<file path="config.mk">
export PLATFORM = sky130hd
export DESIGN_NAME = bcd_angle_updown_counter
export DESIGN_NICKNAME = d
export VERILOG_FILES = /design/src/rtl/bcd_angle_updown_counter.sv
export SDC_FILE = /design/constraint.sdc
export NUM_CORES = 1
export LEC_CHECK = 0
export CORE_MARGIN = 1
export CORE_UTILIZATION = 51
export CTS_CLUSTER_DIAMETER = 40
export DETAILED_ROUTE_END_ITERATION = 10
export PLACE_DENSITY = 0.8
export SLEW_MARGIN = 20
export SYNTH_ARGS = -nofsm -noshare
export SYNTH_HDL_FRONTEND = slang
export SYNTH_SLANG_ARGS = --single-unit
</file>
<file path="constraint.sdc">
create_clock -name fpga_clk -period 2.5 [get_ports fpga_clk]
set_input_delay 0.5 -clock fpga_clk [delete_from_list [all_inputs] [get_ports fpga_clk]]
set_output_delay 0.5 -clock fpga_clk [all_outputs]
set_load 0.05 [all_outputs]
</file>
<file path="src/rtl/bcd_angle_updown_counter.sv">
// -----------------------------------------------------------------------------
// bcd_angle_updown_counter
//
// Purpose:
//   Up/down BCD counter for angle tracking. Each selected edge of rot_clk
//   (rising when IS_POSITIVE=1, falling when IS_POSITIVE=0) is one step, taken
//   only while rot_en is high. The count runs 0..MAX_VAL and wraps in both
//   directions. A preset can be loaded; out-of-range or non-BCD presets are
//   rejected.
//
// Optional feature:
//   BCD_ANGLE_CNT_SYNC_EN - when defined, rot_clk passes through a 2-flop
//   synchroniser before edge detection (two extra cycles of step latency).
//
// Parameters:
//   NUM_DIGITS  - number of BCD digits (1..8)
//   MAX_VAL     - decimal wrap limit (1..10^NUM_DIGITS-1)
//   IS_POSITIVE - active rot_clk edge: 1 = rising, 0 = falling
//
// Ports:
//   fpga_clk       in   system clock, rising edge
//   sys_init_ctrl  in   synchronous active-high reset
//   rot_clk        in   rotation step strobe (level signal)
//   rot_en         in   1 = steps counted
//   rot_dir        in   1 = up, 0 = down
//   load           in   single-cycle preset request
//   load_val       in   BCD preset, digit 0 in [3:0]
//   bcd_val        out  registered BCD count, digit 0 in [3:0]
//   wrap_up        out  pulse on MAX_VAL -> 0
//   wrap_dn        out  pulse on 0 -> MAX_VAL
//   load_err       out  pulse on rejected load
// -----------------------------------------------------------------------------
module bcd_angle_updown_counter #(
    parameter int NUM_DIGITS  = 4,
    parameter int MAX_VAL     = 359,
    parameter bit IS_POSITIVE = 1'b0
) (
    input  logic                    fpga_clk,
    input  logic                    sys_init_ctrl,
    input  logic                    rot_clk,
    input  logic                    rot_en,
    input  logic                    rot_dir,
    input  logic                    load,
    input  logic [4*NUM_DIGITS-1:0] load_val,
    output logic [4*NUM_DIGITS-1:0] bcd_val,
    output logic                    wrap_up,
    output logic                    wrap_dn,
    output logic                    load_err
);

    localparam int W = 4 * NUM_DIGITS;

    // Build the BCD image of an integer at elaboration time.
    function automatic logic [W-1:0] to_bcd(input int v);
        logic [W-1:0] r;
        int           rem;
        r   = '0;
        rem = v;
        for (int i = 0; i < NUM_DIGITS; i++) begin
            r[4*i +: 4] = 4'(rem % 10);
            rem         = rem / 10;
        end
        return r;
    endfunction

    localparam logic [W-1:0] MAX_BCD  = to_bcd(MAX_VAL);
    localparam logic         IDLE_LVL = IS_POSITIVE ? 1'b0 : 1'b1;

    // Ripple-carry BCD increment; caller guarantees the input is not MAX.
    function automatic logic [W-1:0] bcd_inc(input logic [W-1:0] v);
        logic [W-1:0] r;
        logic         carry;
        r     = v;
        carry = 1'b1;
        for (int i = 0; i < NUM_DIGITS; i++) begin
            if (carry) begin
                if (v[4*i +: 4] == 4'd9) begin
                    r[4*i +: 4] = 4'd0;
                end else begin
                    r[4*i +: 4] = v[4*i +: 4] + 4'd1;
                    carry       = 1'b0;
                end
            end
        end
        return r;
    endfunction

    // Ripple-borrow BCD decrement; caller guarantees the input is not zero.
    function automatic logic [W-1:0] bcd_dec(input logic [W-1:0] v);
        logic [W-1:0] r;
        logic         borrow;
        r      = v;
        borrow = 1'b1;
        for (int i = 0; i < NUM_DIGITS; i++) begin
            if (borrow) begin
                if (v[4*i +: 4] == 4'd0) begin
                    r[4*i +: 4] = 4'd9;
                end else begin
                    r[4*i +: 4] = v[4*i +: 4] - 4'd1;
                    borrow      = 1'b0;
                end
            end
        end
        return r;
    endfunction

    function automatic logic digits_ok(input logic [W-1:0] v);
        logic ok;
        ok = 1'b1;
        for (int i = 0; i < NUM_DIGITS; i++) begin
            if (v[4*i +: 4] > 4'd9) begin
                ok = 1'b0;
            end
        end
        return ok;
    endfunction

    // -------------------------------------------------------------------------
    // rot_clk conditioning and edge detection
    // -------------------------------------------------------------------------
    logic rot_s;

`ifdef BCD_ANGLE_CNT_SYNC_EN
    logic sync1_q;
    logic sync1_d;
    logic sync2_q;
    logic sync2_d;

    always_comb begin
        sync1_d = rot_clk;
        sync2_d = sync1_q;
    end

    // Cleared to the idle level so that reset never fabricates an edge when
    // rot_clk is idle.
    always_ff @(posedge fpga_clk) begin
        if (sys_init_ctrl) begin
            sync1_q <= IDLE_LVL;
            sync2_q <= IDLE_LVL;
        end else begin
            sync1_q <= sync1_d;
            sync2_q <= sync2_d;
        end
    end

    assign rot_s = sync2_q;
`else
    assign rot_s = rot_clk;
`endif

    logic hist_q;
    logic hist_d;
    logic step;

    always_comb begin
        hist_d = rot_s;
    end

    // History deliberately has no reset: it tracks the input during reset so
    // a level held across reset release is not seen as an edge, and it keeps
    // tracking while rot_en is low so no step is issued retroactively.
    always_ff @(posedge fpga_clk) begin
        hist_q <= hist_d;
    end

    assign step = IS_POSITIVE ? (rot_s & ~hist_q) : (~rot_s & hist_q);

    // -------------------------------------------------------------------------
    // Count update
    // -------------------------------------------------------------------------
    logic [W-1:0] bcd_q;
    logic [W-1:0] bcd_d;
    logic         wrap_up_q;
    logic         wrap_up_d;
    logic         wrap_dn_q;
    logic         wrap_dn_d;
    logic         load_err_q;
    logic         load_err_d;
    logic         load_ok;

    // BCD values compare numerically once every digit is known to be 0..9.
    assign load_ok = digits_ok(load_val) && (load_val <= MAX_BCD);

    always_comb begin
        bcd_d      = bcd_q;
        wrap_up_d  = 1'b0;
        wrap_dn_d  = 1'b0;
        load_err_d = 1'b0;
        if (load) begin
            // A step in the same cycle is dropped, accepted or not.
            if (load_ok) begin
                bcd_d = load_val;
            end else begin
                load_err_d = 1'b1;
            end
        end else if (step && rot_en) begin
            if (rot_dir) begin
                if (bcd_q == MAX_BCD) begin
                    bcd_d     = '0;
                    wrap_up_d = 1'b1;
                end else begin
                    bcd_d = bcd_inc(bcd_q);
                end
            end else begin
                if (bcd_q == '0) begin
                    bcd_d     = MAX_BCD;
                    wrap_dn_d = 1'b1;
                end else begin
                    bcd_d = bcd_dec(bcd_q);
                end
            end
        end
    end

    always_ff @(posedge fpga_clk) begin
        if (sys_init_ctrl) begin
            bcd_q      <= '0;
            wrap_up_q  <= 1'b0;
            wrap_dn_q  <= 1'b0;
            load_err_q <= 1'b0;
        end else begin
            bcd_q      <= bcd_d;
            wrap_up_q  <= wrap_up_d;
            wrap_dn_q  <= wrap_dn_d;
            load_err_q <= load_err_d;
        end
    end

    assign bcd_val  = bcd_q;
    assign wrap_up  = wrap_up_q;
    assign wrap_dn  = wrap_dn_q;
    assign load_err = load_err_q;

endmodule
</file>
# After elaboration in Yosys (flattened, before gate mapping)
# Cells that the tools add are included.
# op_classes
bitwise	5
n_lt_le_gt_ge	5
eq_ne	9
add_sub_neg	8
reduce_logical	18
muxes	61
# op_table
cell	n
$mux W16	6
$mux W4	14
$mux W1	41
$add A4 B1 Y4 const B	4
$eq A16 B10 Y1 const B	1
$eq A4 B4 Y1 const B	4
$gt A4 B4 Y1 const B	4
$le A16 B10 Y1 const B	1
$logic_not A16 Y1	1
$logic_not A4 Y1	4
$sub A4 B1 Y4 const B	4
$ne A4 B1 Y1 const B	3
$reduce_and A4 Y1	3
$reduce_bool A4 Y1	3
$reduce_or A4 Y1	2
$not A1 Y1	4
$logic_and A1 B1 Y1	2
$ne A2 B1 Y1 const B	1
$reduce_and A2 Y1	1
$reduce_bool A2 Y1	1
$reduce_or A2 Y1	1
$and A1 B1 Y1	1
# word_totals
in_bits	22
ff_bits	20
out_inout_bits	19
word_cells	114

# Logic depth before layout (Yosys ltp)
# Gate-level depths: netlist of run 1.
# depth
word_depth	21
depth_mapped	8
mapped_depth_nobuf	7

# Worst setup path before layout of run 1
# OpenSTA, ideal clock, no wires.
# synth_timing
path_kind	reg-to-reg
start	register bcd_q[4], in the netlist bcd_val[4]
end	register bcd_q[15], in the netlist bcd_val[15]
setup_ps	86
synth_period_minus_slack_ps	2230
stages_incl_launch_ff	8
n_path_buf	0
required_ps	2414
t_arrival_ps	2145
path_slack_ps	270
cell_sequence	dfxtp_1 inv_1 ha_1 nor3b_2 a32oi_1 o32ai_4 and2_2 a211oi_1
# synth_via
elab_chain_len	14
word_cells_on_any_way	34
classes_between	eq/ne: 3; mux: 27; reduce/logical: 4
# synth_lines
item	line_no	rtl
start, declared	171	logic [W-1:0] bcd_q;
start signal, assigned	217	bcd_q <= '0;
start signal, assigned	222	bcd_q <= bcd_d;
$eq A4 B4 Y1 / $logic_not A4 Y1 (equally long branches)	77, 96	
$mux W1 (on tied branches)	77, 96	
$mux W1 (on tied branches)	76, 95	
$mux W1 (on tied branches)	198, 205	
$mux W1	197	if (rot_dir) begin
$mux W1	196	end else if (step && rot_en) begin
$mux W1	189	if (load) begin
$mux W1 (on tied branches)	76, 95	
$mux W1 (on tied branches)	198, 205	
$mux W1	197	
$mux W1	196	
$mux W1	189	
$ne A4 B1 Y1 (no line) / $reduce_bool A4 Y1 (equally long branches)	--	
$reduce_and A4 Y1 (no line)	--	
# Several ways; a longest one is shown, not always the timed one. The select of a mux whose other input is x is not followed.
# A chain may end at the register's enable or synchronous reset.

# Worst setup path after layout of run 1
# layout_timing
start	register bcd_q[2], in the netlist bcd_val[2]
end	output bcd_val[2]
# layout_lines
item	line_no	rtl
end, declared	45	output logic [4*NUM_DIGITS-1:0] bcd_val,
# No word-level cell between the ends.

==> results_dict.tcl, run 1 <==
set metrics [dict create \
    num_rows 21 \
    fin_crit_sh_pct 90.11 \
    die_w_um 62.77 \
    core_area_um2 3442 \
    crit_family "buffers and inverters" \
    startpoint "bcd_val[2]" \
    first_iter_violations 144 \
    timing.final.ws_setup_ps 247.2 \
    slowest_stage "clkdlybuf4s50_1" \
    power_frac_comb_pct 30.9 \
    ios 41 \
    grt_max_degree 17 \
    cp-end-kind "primary output" \
    status "complete, no violations" \
    dp_hpwl_um 4110 \
    slowest_delay_ps 890 \
    fp.dieH_um 62.77 \
    hp-start "bcd_val[1]" \
    clkSinkCount 20 \
    start_util_pct 54.71 \
    fin_hold_ws_ps 548.4 \
    antenna_found_initial 0 \
    crit_required_ps 2000 \
    max_slew_margin_pct 65.93 \
    htreeDepth 1 \
    postCtsSetupRepairBufs 0 \
    drive_gt1_share_pct 16.90 \
    cp.arrival_ps 1750 \
    min_path_type "reg2reg" \
    ys_seq_elements 20 \
    synth_top_family_by_area "compound AO/OA/AOI/OAI gates" \
    totalWireLength_um 5490 \
    synth_fa_ha_area_share_pct 7.973 \
    drv_slew 0 \
    p_sw_uw 257.6 \
    dieArea_um2 3939 \
    drc 0 \
    synth_compound_area_share_pct 35.28 \
    async_flop_share_pct 0 \
    synth-simple-area-share_pct 27.51 \
    setup_viol 0 \
    vias 2085 \
    cts_tree "built" \
    grt-ovfl-total 0 \
    grtUsageTotal_pct 29.78 \
    finalCriticalPeriod_ps 2253 \
    grt_pass1_vias 2008 \
    port_buffers 40 \
    cts_resized 0 \
    wl_per_cell_um 16.64 \
    cts-root-buf "clkbuf_8" \
    crit_type "reg2out" \
    synth_cell_type_count 61 \
    finalWeightedCongestion 0.8781 \
    final_cells 330 \
    skew_ps 4.815 \
    drt_first_pass_iters 5 \
    grt_pass1_wl_um 9404 \
    hold_buffers 0 \
    cell_internal_pwr_uw 550.7 \
    start_kind "register" \
    synth_area_per_cell_um2 8.082 \
    critPathMaxFanout 14 \
    synthMuxAreaShare_pct 2.326 \
    leakagePower_uw 0.0008929 \
    critPathBufInv 1 \
    maxCapViolCount 0 \
    num-nets-final 320 \
    num_antenna_cells 0 \
    tightest_slew_ps 509.5 \
    synth_edf_count 0 \
    crit_chain "clkdlybuf4s50_1" \
    area_delta_synth_final_pct 31.63 \
    r2r-start "bcd_val[0]" \
    synth_nets 267 \
    swShare_pct 31.87 \
    ir_drop_mv 0.3089 \
    routed_via_density 6.318 \
    finalSetupTns_ps 0 \
    hold_viol 0 \
    synthXorXnorAreaFrac_pct 0 \
    rsz0062_at_grt "false" \
    synthCells 233 \
    ys_seq_area_share_pct 21.26 \
    power_density_nw_per_um2 326.1 \
    synth_top_flop_cell "dfxtp_1" \
    seqPwrFrac_pct 42.0 \
    cts_made_buffers 3 \
    ys.warnings.count 0 \
    nFillCells 279 \
    clock_power_share_pct 27.1 \
    max_freq_mhz 443.9 \
    place_inst 327 \
    synth_area_um2 1883 \
    clock_path_buffers 2 \
    route.antenna.remaining_nets 0 \
    clk_latency_ps 260 \
    clkTransAtPathRegs_ps 80 \
    place_ws_ps 79.40 \
]
## logic make-up (layout without fill, tap and decap cells)
logic type	count (synthesis)	after routing
AOI/OAI and AO/OA	87	87
and+or+nand+nor	85	85
buffers and inverters	26	77
DFF	20	20
adders and majority gates	12	12
muxes	3	3
## power groups by stage
stage / clock, uW / sequential (uW) / combinational, uW
5_1_grt: 246 / 342 / 267
4_1_cts: 227 / 339 / 246
3_5_place_dp: 0 / 347 / 245
6_report: 219 / 340 / 250
3_3_place_gp: 0 / 346 / 242
2_1_floorplan: 0 / 364 / 121
## placed cells by master (no fill, tap or decap), types with 3 or more instances in the layout
master           Yosys  final
a211oi_1            10     10
a21oi_1             17     17
a221oi_1             4      4
a22oi_1              3      3
and3_1               3      3
buf_4                0     20
clkbuf_8             0      3
clkdlybuf4s50_1      0     40
dfxtp_1             20     20
ha_1                12     12
inv_1               14     14
nand2_1             14     14
nand2b_1            11     11
nand3_1              8      8
nand3b_1             3      3
nor2_1              14     14
nor2b_1              5      5
nor3_1               4      4
nor3b_1              4      4
o211ai_1             4      4
o21ai_0              9      9
o21ba_2              3      3
o221a_2              3      3
o31ai_1              4      4
o32ai_1              4      4
or2_2                4      4
## path summary, 6_finish.rpt
kind	end	slack, ps	cells after the start
max reg2reg	bcd_val[13]	290	8
max	bcd_val[2]	250	1
min	bcd_val[1]	550	2
min reg2reg	bcd_val[1]	550	2
## sequential cells by signal (all words and copies together) (netlist names)
| name | count |
|---|---|
| wrap_dn | 1 |
| load_err | 1 |
| hist_q | 1 |
| bcd_val | 16 |
| wrap_up | 1 |
## final cells by class
| type | count | area [um2] | share of cell area (%) |
|---|---|---|---|
| Inverter | 14 | 52.55 | 2.120 |
| Sequential cell | 20 | 400.4 | 16.15 |
| Clock buffer | 3 | 41.29 | 1.666 |
| Tap cell | 46 | 57.56 | 2.322 |
| Multi-Input combinational cell | 187 | 1376 | 55.53 |
| Timing Repair Buffer | 60 | 550.5 | 22.21 |
## stage by stage
stage | total power, uW | utilization [%] | cell area, um2
after floorplan | 484.9 | - | 1883
after global placement | 588.8 | 70.81 | 2437
after detailed placement | 591.7 | 70.81 | 2437
after CTS | 812.1 | 72.01 | 2479
after global routing | 854.7 | 72.01 | 2479
final | 808.3 | 72.01 | 2479
## layer usage
metal | GRT usage (%) | up-vias | share of wire (%)
li1 | - | 1001 | -
met1 | 38.60 | 989 | 45
met2 | 49.46 | 93 | 47
met3 | 6.752 | 2 | 7.2
met4 | 7.558 | 0 | 0.15
met5 | 0 | - | 0
## cells in the mapped netlist, types with 6 or more instances
master / count / share of area, %
ha_1: 12 / 8.0
nand2_1: 14 / 2.8
buf_2: 6 / 1.6
nand3_1: 8 / 2.1
a211oi_1: 10 / 4.0
nor2_1: 14 / 2.8
nand2b_1: 11 / 3.7
o21ai_0: 9 / 2.4
inv_1: 14 / 2.8
dfxtp_1: 20 / 21
a21oi_1: 17 / 4.5
## worst min-delay path: cells and delay by family (launching register included)
family,cells,cell delay [ps]
AO/OA/AOI/OAI,1,50
flip-flops,1,380
AND/OR/NAND/NOR,1,80
Power figures use the tool's default switching activity.
==> inputs of run 2 (changes only) <==
- CELL_PAD_IN_SITES_DETAIL_PLACEMENT: default -> 2
- CELL_PAD_IN_SITES_GLOBAL_PLACEMENT: default -> 2
- CORE_UTILIZATION: 51 -> 29
- PLACE_DENSITY: 0.8 -> default
- PLACE_DENSITY_LB_ADDON: default -> 0.1
==> run 2 against run 1 <==
Global-route usage down 7.4 points. Via count up 1.3%. Combinational power up 6%. Worst hold slack worse by 48 ps. Largest cell class unchanged.
==> results_dict.tcl, run 2 (same netlist as run 1, synthesis figures left out) <==
set metrics [dict create \
    status "complete, no violations" \
    num_rows 28 \
    grt_pass1_vias 2176 \
    multi_input_area_um2 1376 \
    finalSetupTns_ps 0 \
    min_path_type "reg2reg" \
    finalCriticalPeriod_ps 2258 \
    num-nets-final 326 \
    clkTransAtPathRegs_ps 90 \
    slowest_delay_ps 890 \
    r2r_slack_ps 260 \
    core_area_um2 6096 \
    die_w_um 82.58 \
    critPathBufInv 1 \
    slowest_stage "clkdlybuf4s50_1" \
    timing.final.ws_setup_ps 242.2 \
    rsz0062_at_grt "false" \
    skew_ps 8.006 \
    power_density_nw_per_um2 325.0 \
    crit_required_ps 2000 \
    ios 41 \
    fp.dieH_um 82.58 \
    routed_via_density 5.789 \
    drc 0 \
    htreeDepth 1 \
    clkSinkCount 20 \
    drive_gt1_share_pct 18.62 \
    grt_pass1_wl_um 11390 \
    largest_reg_flops 16 \
    finalWeightedCongestion 0.7893 \
    grt-ovfl-total 0 \
    power_frac_comb_pct 31.7 \
    drt_first_pass_iters 4 \
    place_ws_ps 1.622 \
    leakagePower_uw 0.0009241 \
    reg2reg_depth 8 \
    hold_buffers 0 \
    drv_slew 0 \
    ir_drop_mv 0.1825 \
    cts_tree "built" \
    dieArea_um2 6819 \
    crit_type "reg2out" \
    max_slew_margin_pct 52.34 \
    start_kind "register" \
    totalWireLength_um 7134 \
    final_common_cell "clkdlybuf4s50_1" \
    r2r-start "bcd_val[4]" \
    cts-root-buf "clkbuf_8" \
    clock_power_share_pct 27.6 \
    wl_per_cell_um 19.55 \
    crit_chain "clkdlybuf4s50_1" \
    vias 2113 \
    area_delta_synth_final_pct 35.95 \
    seq_area_um2 400.4 \
    route.antenna.remaining_nets 0 \
    seqPwrFrac_pct 40.7 \
    grtUsageTotal_pct 22.40 \
    num_antenna_cells 0 \
    final_cell_mix "clkdlybuf4s50_1 (40), buf_4 (26), dfxtp_1 (20), a21oi_1 (17)" \
    worstReg2RegEnd "bcd_val[13]" \
    first_iter_violations 66 \
    clock_path_buffers 2 \
    cp-end-kind "primary output" \
    cell_internal_pwr_uw 554.2 \
    maxCapViolCount 0 \
    tightest_slew_ps 712.7 \
    max_freq_mhz 442.9 \
    cp.depth 1 \
    hold_viol 0 \
    critPathMaxFanout 12 \
    cts_resized 0 \
    crit_family "buffers and inverters" \
    fin_crit_sh_pct 90.31 \
    nFillCells 714 \
    antenna_found_initial 0 \
    cts_made_buffers 3 \
    cp.arrival_ps 1760 \
    clk_latency_ps 270 \
    p_sw_uw 277.8 \
    startpoint "bcd_val[6]" \
    endpoint "bcd_val[6]" \
    port_buffers 40 \
    swShare_pct 33.39 \
    postCtsSetupRepairBufs 0 \
    setup_viol 0 \
    dp_hpwl_um 5652 \
    grt_max_degree 18 \
    start_util_pct 30.89 \
]
[run 2: cell count changes in the layout (fill, tap and decap cells not counted), sizes merged]
cell	delta
buf	+6
[run 2: worst min path at each step]
stage           startpoint     endpoint  slack [ps]  depth (start not counted)
2_1_floorplan       hist_q      wrap_dn         470                          2
3_3_place_gp   bcd_val[12]  bcd_val[12]         480                          2
3_5_place_dp   bcd_val[12]  bcd_val[12]         490                          2
4_1_cts        bcd_val[12]  bcd_val[12]         500                          2
5_1_grt        bcd_val[12]  bcd_val[12]         520                          2
6_report       bcd_val[12]  bcd_val[12]         500                          2
[run 2: area by class of cell]
class | instances | area share (%)
Multi-Input combinational cell | 187 | 53.76
Timing Repair Buffer | 66 | 23.26
Sequential cell | 20 | 15.64
Tap cell | 75 | 3.666
Inverter | 14 | 2.053
Clock buffer | 3 | 1.613
[run 2: power by group through the flow]
stage	Sequential (uW)	Clock, uW	Combinational (uW)
after floorplan	364	0	121
after global placement	346	0	257
after detailed placement	346	0	262
after CTS	338	235	264
after global routing	340	246	284
final	338	229	264
[run 2: worst min-delay path, delay by kind of cell (launching register included)]
family	cells	cell delay (ps)
flip-flops	1	310
AO/OA/AOI/OAI	1	70
buffers and inverters	1	80
[run 2: through the flow]
stage               hold slack (ps)  utilization, %  instances  power, uW  instance area [um2]
finish                        500.1           42.00        365      832.0                 2560
global route                  517.3           42.00        365      870.5                 2560
CTS                           503.1           42.00        365      837.3                 2560
detailed placement            490.4           41.32        362      608.2                 2519
global placement              478.3           41.32        362      603.2                 2519
floorplan                     473.3               -        233      484.9                 1883
[run 2: metal layers]
metal  global-route usage [%]  vias up  wire length, um
met5                        0        -                0
met4                    4.310        0               42
met3                    2.747        4              162
met2                    37.93       35             3336
met1                    30.43     1054             3592
li1                         -     1020                -
